File: src/rtl/jstk_pkg.sv
// Shared types and constants for the PmodJSTK poller: FSM states, frame length,
// the centre value that means "no motion", and the LED command prefix.
package jstk_pkg;

    typedef enum logic [2:0] {
        ST_IDLE  = 3'd0,
        ST_SETUP = 3'd1,
        ST_SHIFT = 3'd2,
        ST_GAP   = 3'd3,
        ST_DONE  = 3'd4
    } jstk_state_e;

    localparam int         JSTK_NBYTES     = 5;
    localparam logic [9:0] JSTK_CENTER     = 10'd512;
    localparam logic [5:0] JSTK_LED_PREFIX = 6'b100000;

endpackage

File: src/rtl/spi_byte_xfer.sv
// SPI mode-0 single-byte shifter: MSB first, miso sampled as sclk rises,
// mosi advanced as sclk falls, done pulses combinationally on the 16th sclk toggle.
module spi_byte_xfer #(
    parameter int CLK_DIV = 50
) (
    input  logic       clk,
    input  logic       clr,
    input  logic       start,
    input  logic [7:0] tx_byte,
    input  logic       miso,
    output logic       sclk,
    output logic       mosi,
    output logic [7:0] rx_byte,
    output logic       done
);

    localparam int DW = $clog2(CLK_DIV);
    localparam logic [DW-1:0] DIV_LAST = DW'(CLK_DIV - 1);

    logic          active;
    logic [DW-1:0] div_cnt;
    logic [3:0]    edge_cnt;
    logic [7:0]    tx_sr;
    logic [7:0]    rx_sr;
    logic          div_end;

    assign div_end = (div_cnt == DIV_LAST);
    // Asserted in the last cycle of the byte so the caller can change state on the same edge.
    assign done    = active && div_end && (edge_cnt == 4'd15);
    assign mosi    = tx_sr[7];
    assign rx_byte = rx_sr;

    always_ff @(posedge clk or posedge clr) begin
        if (clr) begin
            active   <= 1'b0;
            div_cnt  <= '0;
            edge_cnt <= 4'd0;
            sclk     <= 1'b0;
            tx_sr    <= 8'h00;
            rx_sr    <= 8'h00;
        end else if (start) begin
            active   <= 1'b1;
            div_cnt  <= '0;
            edge_cnt <= 4'd0;
            sclk     <= 1'b0;
            tx_sr    <= tx_byte;
        end else if (active) begin
            if (div_end) begin
                div_cnt  <= '0;
                sclk     <= ~sclk;
                edge_cnt <= edge_cnt + 4'd1;
                if (!sclk) begin
                    rx_sr <= {rx_sr[6:0], miso};
                end else begin
                    tx_sr <= {tx_sr[6:0], 1'b0};
                end
                if (edge_cnt == 4'd15) begin
                    active <= 1'b0;
                end
            end else begin
                div_cnt <= div_cnt + 1'b1;
            end
        end
    end

endmodule

File: src/rtl/pmod_jstk_reader.sv
// Periodic PmodJSTK poller: five-byte SPI frame, outputs updated atomically in DONE.
// Define JSTK_LED_CMD_EN to send the led bits in byte 0; otherwise byte 0 is 0x00.
module pmod_jstk_reader #(
    parameter int CLK_DIV           = 50,
    parameter int SS_SETUP_CYCLES   = 1500,
    parameter int INTER_BYTE_CYCLES = 1000,
    parameter int POLL_CYCLES       = 1000000
) (
    input  logic       clk,
    input  logic       clr,
    input  logic       miso,
    input  logic [1:0] led,
    output logic       ss_n,
    output logic       sclk,
    output logic       mosi,
    output logic [9:0] joy_x,
    output logic [9:0] joy_y,
    output logic [2:0] btn,
    output logic       valid,
    output logic       busy
);
    import jstk_pkg::*;

    localparam logic [31:0] POLL_LAST  = 32'(POLL_CYCLES - 1);
    localparam logic [31:0] SETUP_LAST = 32'(SS_SETUP_CYCLES - 1);
    localparam logic [31:0] GAP_LAST   = 32'(INTER_BYTE_CYCLES - 1);
    localparam logic [2:0]  LAST_BYTE  = 3'(JSTK_NBYTES - 1);

    jstk_state_e state;
    logic [31:0] cnt;
    logic [2:0]  byte_idx;
    logic [7:0]  x_lo, y_lo;
    logic [1:0]  x_hi, y_hi;
    logic [7:0]  tx_byte, byte0, rx_byte;
    logic        start, xfer_done;

`ifdef JSTK_LED_CMD_EN
    logic [1:0] led_q;

    always_ff @(posedge clk or posedge clr) begin
        if (clr) begin
            led_q <= 2'b00;
        end else if (state == ST_IDLE && cnt == POLL_LAST) begin
            led_q <= led;
        end
    end

    assign byte0 = {JSTK_LED_PREFIX, led_q};
`else
    logic unused_led;
    assign unused_led = ^led;
    assign byte0      = 8'h00;
`endif

    assign tx_byte = (byte_idx == 3'd0) ? byte0 : 8'h00;
    assign start   = (state == ST_SETUP && cnt == SETUP_LAST) ||
                     (state == ST_GAP   && cnt == GAP_LAST);

    spi_byte_xfer #(.CLK_DIV(CLK_DIV)) u_xfer (
        .clk     (clk),
        .clr     (clr),
        .start   (start),
        .tx_byte (tx_byte),
        .miso    (miso),
        .sclk    (sclk),
        .mosi    (mosi),
        .rx_byte (rx_byte),
        .done    (xfer_done)
    );

    always_ff @(posedge clk or posedge clr) begin
        if (clr) begin
            state    <= ST_IDLE;
            cnt      <= 32'd0;
            byte_idx <= 3'd0;
            ss_n     <= 1'b1;
            busy     <= 1'b0;
            valid    <= 1'b0;
            joy_x    <= JSTK_CENTER;
            joy_y    <= JSTK_CENTER;
            btn      <= 3'b000;
            x_lo     <= 8'h00;
            x_hi     <= 2'b00;
            y_lo     <= 8'h00;
            y_hi     <= 2'b00;
        end else begin
            case (state)
                ST_IDLE: begin
                    if (cnt == POLL_LAST) begin
                        state    <= ST_SETUP;
                        cnt      <= 32'd0;
                        byte_idx <= 3'd0;
                        ss_n     <= 1'b0;
                        busy     <= 1'b1;
                    end else begin
                        cnt <= cnt + 32'd1;
                    end
                end
                ST_SETUP, ST_GAP: begin
                    if (start) begin
                        state <= ST_SHIFT;
                        cnt   <= 32'd0;
                    end else begin
                        cnt <= cnt + 32'd1;
                    end
                end
                ST_SHIFT: begin
                    if (xfer_done) begin
                        case (byte_idx)
                            3'd0:    x_lo <= rx_byte;
                            3'd1:    x_hi <= rx_byte[1:0];
                            3'd2:    y_lo <= rx_byte;
                            3'd3:    y_hi <= rx_byte[1:0];
                            default: ;
                        endcase
                        // Last byte goes straight to btn; everything publishes on this edge.
                        if (byte_idx == LAST_BYTE) begin
                            state <= ST_DONE;
                            ss_n  <= 1'b1;
                            valid <= 1'b1;
                            joy_x <= {x_hi, x_lo};
                            joy_y <= {y_hi, y_lo};
                            btn   <= rx_byte[2:0];
                        end else begin
                            state    <= ST_GAP;
                            cnt      <= 32'd0;
                            byte_idx <= byte_idx + 3'd1;
                        end
                    end
                end
                ST_DONE: begin
                    state <= ST_IDLE;
                    cnt   <= 32'd0;
                    valid <= 1'b0;
                    busy  <= 1'b0;
                end
                default: begin
                    state <= ST_IDLE;
                    cnt   <= 32'd0;
                end
            endcase
        end
    end

endmodule

File: config.mk
export PLATFORM = sky130hd
export DESIGN_NAME = pmod_jstk_reader
export DESIGN_NICKNAME = d
export VERILOG_FILES = /design/src/rtl/jstk_pkg.sv /design/src/rtl/spi_byte_xfer.sv /design/src/rtl/pmod_jstk_reader.sv
export SDC_FILE = /design/constraint.sdc
export NUM_CORES = 1
export LEC_CHECK = 0
export CAP_MARGIN = 0
export CORE_MARGIN = 4
export CORE_UTILIZATION = 50
export CTS_BUF_LIST = sky130_fd_sc_hd__clkbuf_2
export DETAILED_ROUTE_END_ITERATION = 10
export PLACE_DENSITY = 0.78
export SLEW_MARGIN = 10
export SYNTH_ARGS = -nofsm -noshare
export SYNTH_HDL_FRONTEND = slang
export SYNTH_SLANG_ARGS = --single-unit
File: constraint.sdc
create_clock -name clk -period 6.52 [get_ports clk]
set_input_delay 0.652 -clock clk [delete_from_list [all_inputs] [get_ports clk]]
set_output_delay 0.652 -clock clk [all_outputs]
set_load 0.02 [all_outputs]
==> results of run 1 <==
## cells by family after synthesis
family                     count (synthesis)  share of synthesized area
other                                      1                   0.000756
muxes                                     56                      0.126
AOI/OAI and AO/OA                         69                     0.0936
buffers and inverters                     30                     0.0288
and+or+nand+nor                          170                      0.183
adders and majority gates                  9                     0.0227
xor gates and xnor gates                  11                     0.0194
DFF                                      104                      0.526
## final cells by class
type | count | share of cell area
antenna | 1 | 0.000456
clock buffer | 9 | 0.00822
clock inverter | 7 | 0.0176
inverter | 11 | 0.00799
multi-input combinational | 316 | 0.403
sequential | 104 | 0.475
tap | 133 | 0.0304
timing repair buffer | 32 | 0.0571
## state kept, by name (all words and copies together), names as in the netlist
| register | count |
|---|---|
| ss_n | 1 |
| cnt | 32 |
| u_xfer.div_cnt | 6 |
| joy_y | 10 |
| joy_x | 10 |
| busy | 1 |
| u_xfer.active | 1 |
| valid | 1 |
| u_xfer.edge_cnt | 4 |
| state | 3 |
| y_hi | 2 |
| u_xfer.rx_byte | 8 |
| x_lo | 8 |
| u_xfer.sclk | 1 |
| btn | 3 |
| byte_idx | 3 |
| x_hi | 2 |
| y_lo | 8 |
## how the worst max path moves through the flow
stage / cells past startpoint / slack [ns] / to / start
floorplan: 1 / 3.14 / btn[0] / clr
CTS: 8 / 3.66 / cnt[4] / cnt[0]
global route: 8 / 3.44 / cnt[4] / cnt[0]
finish: 8 / 3.66 / cnt[4] / cnt[0]
detailed placement: 8 / 3.69 / cnt[4] / cnt[0]
global placement: 7 / 3.76 / cnt[4] / cnt[15]
## placed cells by master (no fill, tap or decap), types with 4 or more instances in the layout
master / netlist / layout
sky130_fd_sc_hd__xor2_1: 5 / 5
sky130_fd_sc_hd__nor4_1: 7 / 7
sky130_fd_sc_hd__dfrtp_1: 101 / 101
sky130_fd_sc_hd__xnor2_1: 6 / 6
sky130_fd_sc_hd__mux2_2: 52 / 52
sky130_fd_sc_hd__mux2i_1: 4 / 4
sky130_fd_sc_hd__a21o_1: 7 / 7
sky130_fd_sc_hd__clkdlybuf4s50_1: 0 / 29
sky130_fd_sc_hd__inv_1: 11 / 10
sky130_fd_sc_hd__clkbuf_2: 0 / 9
sky130_fd_sc_hd__ha_1: 9 / 9
sky130_fd_sc_hd__a21oi_1: 7 / 7
sky130_fd_sc_hd__nand2_1: 39 / 39
sky130_fd_sc_hd__nand4_1: 15 / 15
sky130_fd_sc_hd__nor3b_1: 5 / 5
sky130_fd_sc_hd__nor3_1: 11 / 11
sky130_fd_sc_hd__a211o_1: 4 / 4
sky130_fd_sc_hd__o21ai_0: 34 / 34
sky130_fd_sc_hd__or3_1: 13 / 13
sky130_fd_sc_hd__and2_1: 6 / 6
sky130_fd_sc_hd__and3_1: 10 / 10
sky130_fd_sc_hd__nor2_1: 32 / 32
sky130_fd_sc_hd__nand3_1: 12 / 12
## stage by stage
step                worst slack, ns  utilization  std cells
finish                         3.66        0.564        613
global route                   3.44        0.563        612
CTS                            3.66        0.563        612
detailed placement             3.69        0.549        596
global placement               3.76        0.549        596
floorplan                      3.14            -        450
## layer usage
metal,GRT usage,routed length (um),vias up
met1,0.242,4180,1712
met4,0.0424,91,0
met2,0.279,4470,76
met3,0.0390,415,9
met5,0,0,-
li1,-,-,1656
## power by group
group | internal [mW] | total [mW] | switching [mW]
Combinational | 0.00181 | 0.0145 | 0.0127
Sequential | 0.648 | 0.648 | 0.000653
Clock | 0.101 | 0.335 | 0.233
==> impl_metrics.xml, run 1 <==
<?xml version="1.0" encoding="UTF-8"?>
<metrics>
  <group name="cells_and_area">
    <metric name="n_fill_cell" unit="">837</metric>
    <metric name="final-seq-area" unit="mm^2">0.00261</metric>
    <metric name="syn_to_final_growth" unit="%">10.6</metric>
    <metric name="layout.cell_area.non_filler" unit="mm^2">0.00548</metric>
    <metric name="final_layout_size_suffix_gt1_frac" unit="">0.192</metric>
    <metric name="net_count_of_the_finished_layout" unit="">488</metric>
    <metric name="multiInputGateArea" unit="mm^2">0.00221</metric>
  </group>
  <group name="timing">
    <metric name="max_freq" unit="GHz">0.350</metric>
    <metric name="setup_violations" unit="">0</metric>
    <metric name="rsz0062_at_grt" unit="">false</metric>
    <metric name="max-slew-margin-rel" unit="">0.491</metric>
    <metric name="tightestPinTransition" unit="ns">0.761</metric>
    <metric name="fin_tns_setup" unit="ns">0</metric>
    <metric name="period_needed" unit="ns">2.86</metric>
    <metric name="layout_worst_path_cycle_share" unit="">0.438</metric>
    <metric name="finalMaxSlewViolations" unit="">0</metric>
    <metric name="fin_worst_skew" unit="ns">0.0279</metric>
    <metric name="fin_worst_hold_slack" unit="ns">0.414</metric>
    <metric name="timing.final.hold_violations" unit="">0</metric>
  </group>
  <group name="yosys">
    <metric name="synth-warning-count" unit="">0</metric>
    <metric name="ys_top_cells_by_area" unit="">sky130_fd_sc_hd__dfrtp_1 (51%), sky130_fd_sc_hd__mux2_2 (12%), sky130_fd_sc_hd__o21ai_0 (3.4%)</metric>
    <metric name="synth_commonest_cells" unit="">sky130_fd_sc_hd__dfrtp_1 (101), sky130_fd_sc_hd__mux2_2 (52), sky130_fd_sc_hd__nand2_1 (39)</metric>
    <metric name="synth_sequential_area_ratio" unit="">0.526</metric>
    <metric name="avgSynthCellArea" unit="um^2">11.0</metric>
    <metric name="post_synth_inst_count" unit="">450</metric>
    <metric name="post-synth-top-area-cell" unit="">sky130_fd_sc_hd__dfrtp_1</metric>
    <metric name="synth-seq-cells" unit="">104</metric>
    <metric name="synth_top_flop_cell" unit="">sky130_fd_sc_hd__dfrtp_1</metric>
    <metric name="postSynthNetCount" unit="">464</metric>
    <metric name="async_flop_share" unit="">1.00</metric>
    <metric name="netlist-cell-type-count" unit="">52</metric>
    <metric name="post-synth-top-count-cell" unit="">sky130_fd_sc_hd__dfrtp_1</metric>
    <metric name="synth-edff-count" unit="">0</metric>
    <metric name="synthDominantCellAreaShare" unit="">0.510</metric>
    <metric name="post_synth_instance_area" unit="mm^2">0.00496</metric>
  </group>
  <group name="clock_tree">
    <metric name="cts_resized" unit="">0</metric>
    <metric name="cts_post_setup_buffers_inserted" unit="">0</metric>
    <metric name="postCtsHoldBufs" unit="">0</metric>
    <metric name="clock_tree.buffer_depth" unit="">2</metric>
    <metric name="clockRootBuffer" unit="">sky130_fd_sc_hd__clkbuf_2</metric>
    <metric name="cts_buffer_count" unit="">9</metric>
    <metric name="cts_tree" unit="">done</metric>
    <metric name="latest_clock_arrival_within_the_worst_skew_pair" unit="ns">0.58</metric>
    <metric name="cts_max_level" unit="">3</metric>
    <metric name="cts.clk_slew.worst_paths" unit="ns">0.30</metric>
    <metric name="tritoncts_num_sinks" unit="">104</metric>
  </group>
  <group name="placed_design">
    <metric name="gp_congestion" unit="">0.847</metric>
    <metric name="port-buffer-count" unit="">29</metric>
    <metric name="detailed_place.area" unit="mm^2">0.00534</metric>
    <metric name="place_hpwl" unit="um">6320</metric>
  </group>
  <group name="critical_path">
    <metric name="r2r_end" unit="">cnt[4]</metric>
    <metric name="regToRegSetupSlack" unit="ns">3.66</metric>
    <metric name="critPathRequiredTime" unit="ns">7.03</metric>
    <metric name="critPathMaxFanout" unit="">21</metric>
    <metric name="crit-reg2reg-launch" unit="">cnt[0]</metric>
    <metric name="critical_path.slowest_cell" unit="">sky130_fd_sc_hd__a211oi_4</metric>
    <metric name="path_cells" unit="">ha_1, nand3_1, nor3_2, a21oi_2, a211oi_4, buf_4, nor3_1, a211o_1</metric>
    <metric name="sort_of_element_at_the_start_of_the_critical_path" unit="">register</metric>
    <metric name="critical-path-top-delay-family" unit="">compound AO/OA/AOI/OAI gates</metric>
    <metric name="worstRegToRegCells" unit="">8</metric>
    <metric name="critPathMaxStageDelay" unit="ns">0.63</metric>
    <metric name="critical_path.endpoint_type" unit="">register</metric>
    <metric name="worst_ep_arrival" unit="ns">3.37</metric>
    <metric name="worst-setup-path-type" unit="">register to register</metric>
    <metric name="worst-path-buf-inv" unit="">1</metric>
  </group>
  <group name="flow_run">
    <metric name="max-cap-violations" unit="">0</metric>
  </group>
  <group name="routing">
    <metric name="post_drt_wl_per_cell" unit="um">14.9</metric>
    <metric name="drt_pre_antenna_iters" unit="">5</metric>
    <metric name="drt_first_iter_violations" unit="">225</metric>
    <metric name="finalWirelength" unit="um">9160</metric>
    <metric name="drt-vias-per-instance" unit="">5.63</metric>
    <metric name="drcViolationCount" unit="">0</metric>
    <metric name="vias" unit="">3453</metric>
    <metric name="route.antenna.remaining_nets" unit="">0</metric>
  </group>
  <group name="floorplan">
    <metric name="fp.dieH" unit="um">108</metric>
    <metric name="die_area" unit="mm^2">0.0116</metric>
    <metric name="die_w" unit="um">108</metric>
    <metric name="number_of_rows_in_the_core_area" unit="">36</metric>
    <metric name="initial_utilization" unit="">0.510</metric>
    <metric name="coreArea" unit="mm^2">0.00973</metric>
    <metric name="ioPinCount" unit="">33</metric>
  </group>
  <group name="global_route">
    <metric name="grt_antenna_before_repair" unit="">0</metric>
    <metric name="residual_overflow_from_global_routing" unit="">0</metric>
    <metric name="grt_usage" unit="">0.174</metric>
    <metric name="grt_first_pass_wirelength" unit="um">16300</metric>
    <metric name="grt_pass1_vias" unit="">3429</metric>
    <metric name="grt_start_max_net_pins" unit="">62</metric>
  </group>
  <group name="pwr">
    <metric name="leakage" unit="nW">2.54</metric>
    <metric name="cellPowerDensity" unit="mW/mm^2">182</metric>
    <metric name="vdd_ir_drop_max" unit="mV">0.113</metric>
    <metric name="total_power_after_layout" unit="mW">0.998</metric>
  </group>
  <group name="outcome">
    <metric name="status" unit="">finished clean</metric>
  </group>
  <group name="min_path">
    <metric name="holdCritPathClass" unit="">input port to async pin</metric>
  </group>
</metrics>
Note: power is estimated with default switching activity, not from simulation.
==> run 2: changes to the inputs <==
--- a/config.mk
+++ b/config.mk
@@ -10,7 +10,7 @@
 export CORE_UTILIZATION = 50
 export CTS_BUF_LIST = sky130_fd_sc_hd__clkbuf_2
 export DETAILED_ROUTE_END_ITERATION = 10
-export PLACE_DENSITY = 0.78
+export PLACE_DENSITY = 0.81
 export SLEW_MARGIN = 10
 export SYNTH_ARGS = -nofsm -noshare
 export SYNTH_HDL_FRONTEND = slang
==> constraint.sdc (replaced) <==
create_clock -name clk -period 2.6 [get_ports clk]
set_input_delay 0.26 -clock clk [delete_from_list [all_inputs] [get_ports clk]]
set_output_delay 0.26 -clock clk [all_outputs]
set_load 0.02 [all_outputs]
==> run 2 against run 1 <==
Power grew to 2.5 times the previous value. Fmax is 20% higher. First-iteration DRC count is 9.3% lower. Die area stayed put. Non-clock buffer count is 7 higher. Global-route usage is 0.34 points lower.
==> impl_metrics.xml, run 2 (synthesis results as in run 1) <==
<?xml version="1.0" encoding="UTF-8"?>
<metrics>
  <group name="outcome">
    <metric name="status" unit="">finished clean</metric>
  </group>
  <group name="pwr">
    <metric name="p_switching" unit="mW">0.619</metric>
    <metric name="cellPowerDensity" unit="mW/mm^2">451</metric>
    <metric name="internal-power" unit="mW">1.89</metric>
    <metric name="pwr-share-comb" unit="">0.016</metric>
    <metric name="vdd_ir_drop_max" unit="mV">0.360</metric>
    <metric name="sw_frac_of_total" unit="">0.247</metric>
    <metric name="total_power_after_layout" unit="mW">2.51</metric>
    <metric name="pwr-share-clk" unit="">0.336</metric>
    <metric name="power_frac_seq" unit="">0.649</metric>
    <metric name="leakage" unit="nW">2.59</metric>
  </group>
  <group name="timing">
    <metric name="finalMaxSlewViolations" unit="">0</metric>
    <metric name="tightestPinTransition" unit="ns">0.640</metric>
    <metric name="layout_worst_path_cycle_share" unit="">0.913</metric>
    <metric name="max_freq" unit="GHz">0.421</metric>
    <metric name="timing.final.hold_violations" unit="">0</metric>
    <metric name="fin_tns_setup" unit="ns">0</metric>
    <metric name="max-slew-margin-rel" unit="">0.570</metric>
    <metric name="setup_violations" unit="">0</metric>
    <metric name="fin_worst_skew" unit="ns">0.0345</metric>
    <metric name="period_needed" unit="ns">2.37</metric>
    <metric name="layout_setup_ws" unit="ns">0.227</metric>
    <metric name="rsz0062_at_grt" unit="">false</metric>
  </group>
  <group name="floorplan">
    <metric name="initial_utilization" unit="">0.510</metric>
    <metric name="fp.dieH" unit="um">108</metric>
    <metric name="coreArea" unit="mm^2">0.00973</metric>
    <metric name="number_of_rows_in_the_core_area" unit="">36</metric>
    <metric name="die_w" unit="um">108</metric>
    <metric name="ioPinCount" unit="">33</metric>
    <metric name="die_area" unit="mm^2">0.0116</metric>
  </group>
  <group name="clock_tree">
    <metric name="tritoncts_num_sinks" unit="">104</metric>
    <metric name="cts.clk_slew.worst_paths" unit="ns">0.31</metric>
    <metric name="postCtsHoldBufs" unit="">0</metric>
    <metric name="clock_tree.buffer_depth" unit="">2</metric>
    <metric name="clockRootBuffer" unit="">sky130_fd_sc_hd__clkbuf_2</metric>
    <metric name="cts_buffer_count" unit="">9</metric>
    <metric name="latest_clock_arrival_within_the_worst_skew_pair" unit="ns">0.58</metric>
    <metric name="cts_max_level" unit="">3</metric>
    <metric name="cts_tree" unit="">done</metric>
  </group>
  <group name="critical_path">
    <metric name="regToRegSetupSlack" unit="ns">0.23</metric>
    <metric name="r2r_end" unit="">u_xfer.rx_byte[1]</metric>
    <metric name="critical-path-top-delay-family" unit="">simple AND/OR/NAND/NOR gates</metric>
    <metric name="critPathMaxStageDelay" unit="ns">0.46</metric>
    <metric name="worstSetupStartpoint" unit="">cnt[0]</metric>
    <metric name="worst-path-buf-inv" unit="">0</metric>
    <metric name="path_depth" unit="">7</metric>
    <metric name="crit-reg2reg-launch" unit="">cnt[0]</metric>
    <metric name="critPathRequiredTime" unit="ns">3.09</metric>
    <metric name="worst-setup-path-type" unit="">register to register</metric>
    <metric name="critical_path.slowest_cell" unit="">sky130_fd_sc_hd__dfrtp_1</metric>
    <metric name="sort_of_element_at_the_start_of_the_critical_path" unit="">register</metric>
    <metric name="worst_ep_arrival" unit="ns">2.86</metric>
    <metric name="critical_path.endpoint_type" unit="">register</metric>
    <metric name="worstRegToRegCells" unit="">7</metric>
    <metric name="path_cells" unit="">ha_1, nor4b_2, nand4b_1, a21o_1, nor2_2, or3b_1, mux2_2</metric>
    <metric name="critPathMaxFanout" unit="">8</metric>
  </group>
  <group name="routing">
    <metric name="finalWirelength" unit="um">9350</metric>
    <metric name="detail_route.wirelength.met1" unit="um">4260</metric>
    <metric name="route.antenna.remaining_nets" unit="">0</metric>
    <metric name="post_drt_wl_per_cell" unit="um">15.1</metric>
    <metric name="dr_wl_met3" unit="um">339</metric>
    <metric name="drt-vias-per-instance" unit="">5.57</metric>
    <metric name="dr.max_layer_used" unit="">met4</metric>
    <metric name="met2_wire_length" unit="um">4650</metric>
    <metric name="drcViolationCount" unit="">0</metric>
    <metric name="vias" unit="">3450</metric>
    <metric name="drt_pre_antenna_iters" unit="">4</metric>
    <metric name="drt_first_iter_violations" unit="">204</metric>
  </group>
  <group name="cells_and_area">
    <metric name="final_layout_size_suffix_gt1_frac" unit="">0.204</metric>
    <metric name="largest_register_ff_count" unit="">32</metric>
    <metric name="n_fill_cell" unit="">834</metric>
    <metric name="layout.cells.most_common" unit="">sky130_fd_sc_hd__dfrtp_1</metric>
    <metric name="final-seq-area" unit="mm^2">0.00261</metric>
    <metric name="diodes" unit="">0</metric>
    <metric name="final_util" unit="">0.571</metric>
    <metric name="net_count_of_the_finished_layout" unit="">495</metric>
    <metric name="largestRegisters" unit="">cnt (32), joy_x (10), joy_y (10)</metric>
    <metric name="syn_to_final_growth" unit="%">12.1</metric>
    <metric name="layout.cell_area.non_filler" unit="mm^2">0.00556</metric>
    <metric name="register_containing_the_most_flip_flops_in_the_final_layout" unit="">cnt</metric>
    <metric name="multiInputGateArea" unit="mm^2">0.00221</metric>
    <metric name="mostFrequentLayoutCells" unit="">sky130_fd_sc_hd__dfrtp_1 (101), sky130_fd_sc_hd__mux2_2 (52), sky130_fd_sc_hd__nand2_1 (39), sky130_fd_sc_hd__o21ai_0 (34), sky130_fd_sc_hd__nor2_1 (32)</metric>
  </group>
  <group name="flow_run">
    <metric name="max-cap-violations" unit="">0</metric>
  </group>
  <group name="global_route">
    <metric name="grt_pass1_vias" unit="">3326</metric>
    <metric name="residual_overflow_from_global_routing" unit="">0</metric>
    <metric name="grt_antenna_before_repair" unit="">0</metric>
    <metric name="grt_start_max_net_pins" unit="">105</metric>
    <metric name="grt_first_pass_wirelength" unit="um">16000</metric>
    <metric name="grt_usage" unit="">0.171</metric>
  </group>
  <group name="min_path">
    <metric name="holdCritPathClass" unit="">input port to async pin</metric>
  </group>
  <group name="placed_design">
    <metric name="post-place-ws" unit="ns">0.235</metric>
    <metric name="port-buffer-count" unit="">29</metric>
    <metric name="place_hpwl" unit="um">6450</metric>
    <metric name="detailed_place.area" unit="mm^2">0.00541</metric>
    <metric name="gp_congestion" unit="">0.815</metric>
  </group>
</metrics>
run 2: cell types whose count changed in the layout (fill, tap and decap cells not counted), sizes merged:
cell | previous run | this run
buf | 3 | 10
diode | 1 | 0
run 2: worst max-delay path by stage:
stage / endpoint / slack, ns
5_1_grt: cnt[4] / 0.08
3_5_place_dp: cnt[14] / 0.24
3_3_place_gp: cnt[23] / 0.32
2_1_floorplan: u_xfer.rx_byte[0] / 0.58
6_report: u_xfer.rx_byte[1] / 0.23
4_1_cts: cnt[9] / 0.19
run 2: layer usage:
metal | up-vias | global-route usage
li1 | 1679 | -
met1 | 1701 | 0.240
met2 | 61 | 0.273
met3 | 9 | 0.0402
met4 | 0 | 0.0361
met5 | - | 0
run 2: final cells by class:
cell class | instances | area share
multi-input cells | 316 | 0.398
inverters | 11 | 0.00810
repair buffers | 39 | 0.0702
clock inverters | 7 | 0.0171
clock buffers | 9 | 0.00810
flip-flops and latches | 104 | 0.469
well taps | 133 | 0.0299
run 2: through the flow:
step,std cells,hold WS [ns]
after global routing,619,0.128
after floorplan,450,0.410
final,619,0.116
after CTS,618,0.142
after detailed placement,602,0.480
after global placement,602,0.466
run 2: worst register-to-register path, cell delays in order (launching register included):
cell	delay, ns
sky130_fd_sc_hd__dfrtp_1	0.46
sky130_fd_sc_hd__ha_1	0.23
sky130_fd_sc_hd__nor4b_2	0.28
sky130_fd_sc_hd__nand4b_1	0.13
sky130_fd_sc_hd__a21o_1	0.25
sky130_fd_sc_hd__nor2_2	0.14
sky130_fd_sc_hd__or3b_1	0.39
sky130_fd_sc_hd__mux2_2	0.39
run 2: power groups by stage:
stage               registers [mW]  clock network, mW  logic [mW]
floorplan                     1.65                  0      0.0270
global placement              1.65                  0      0.0410
detailed placement            1.65                  0      0.0414
CTS                           1.63              0.864      0.0416
global route                  1.63              0.928      0.0456
finish                        1.63              0.841      0.0391
run 2: what timing repair did:
action,4_1_cts,5_1_grt
setup endpoints to repair,0,3
gates resized for setup,0,0
setup buffers,0,1
==> run 3: changes to the inputs <==
--- a/config.mk
+++ b/config.mk
@@ -9,6 +9,7 @@
 export CORE_MARGIN = 4
 export CORE_UTILIZATION = 50
 export CTS_BUF_LIST = sky130_fd_sc_hd__clkbuf_2
+export CTS_CLUSTER_SIZE = 14
 export DETAILED_ROUTE_END_ITERATION = 10
 export PLACE_DENSITY = 0.81
 export SLEW_MARGIN = 10
==> results of run 3 <==
Same layout as run 2: the final DEF is identical, and so are final timing and power.
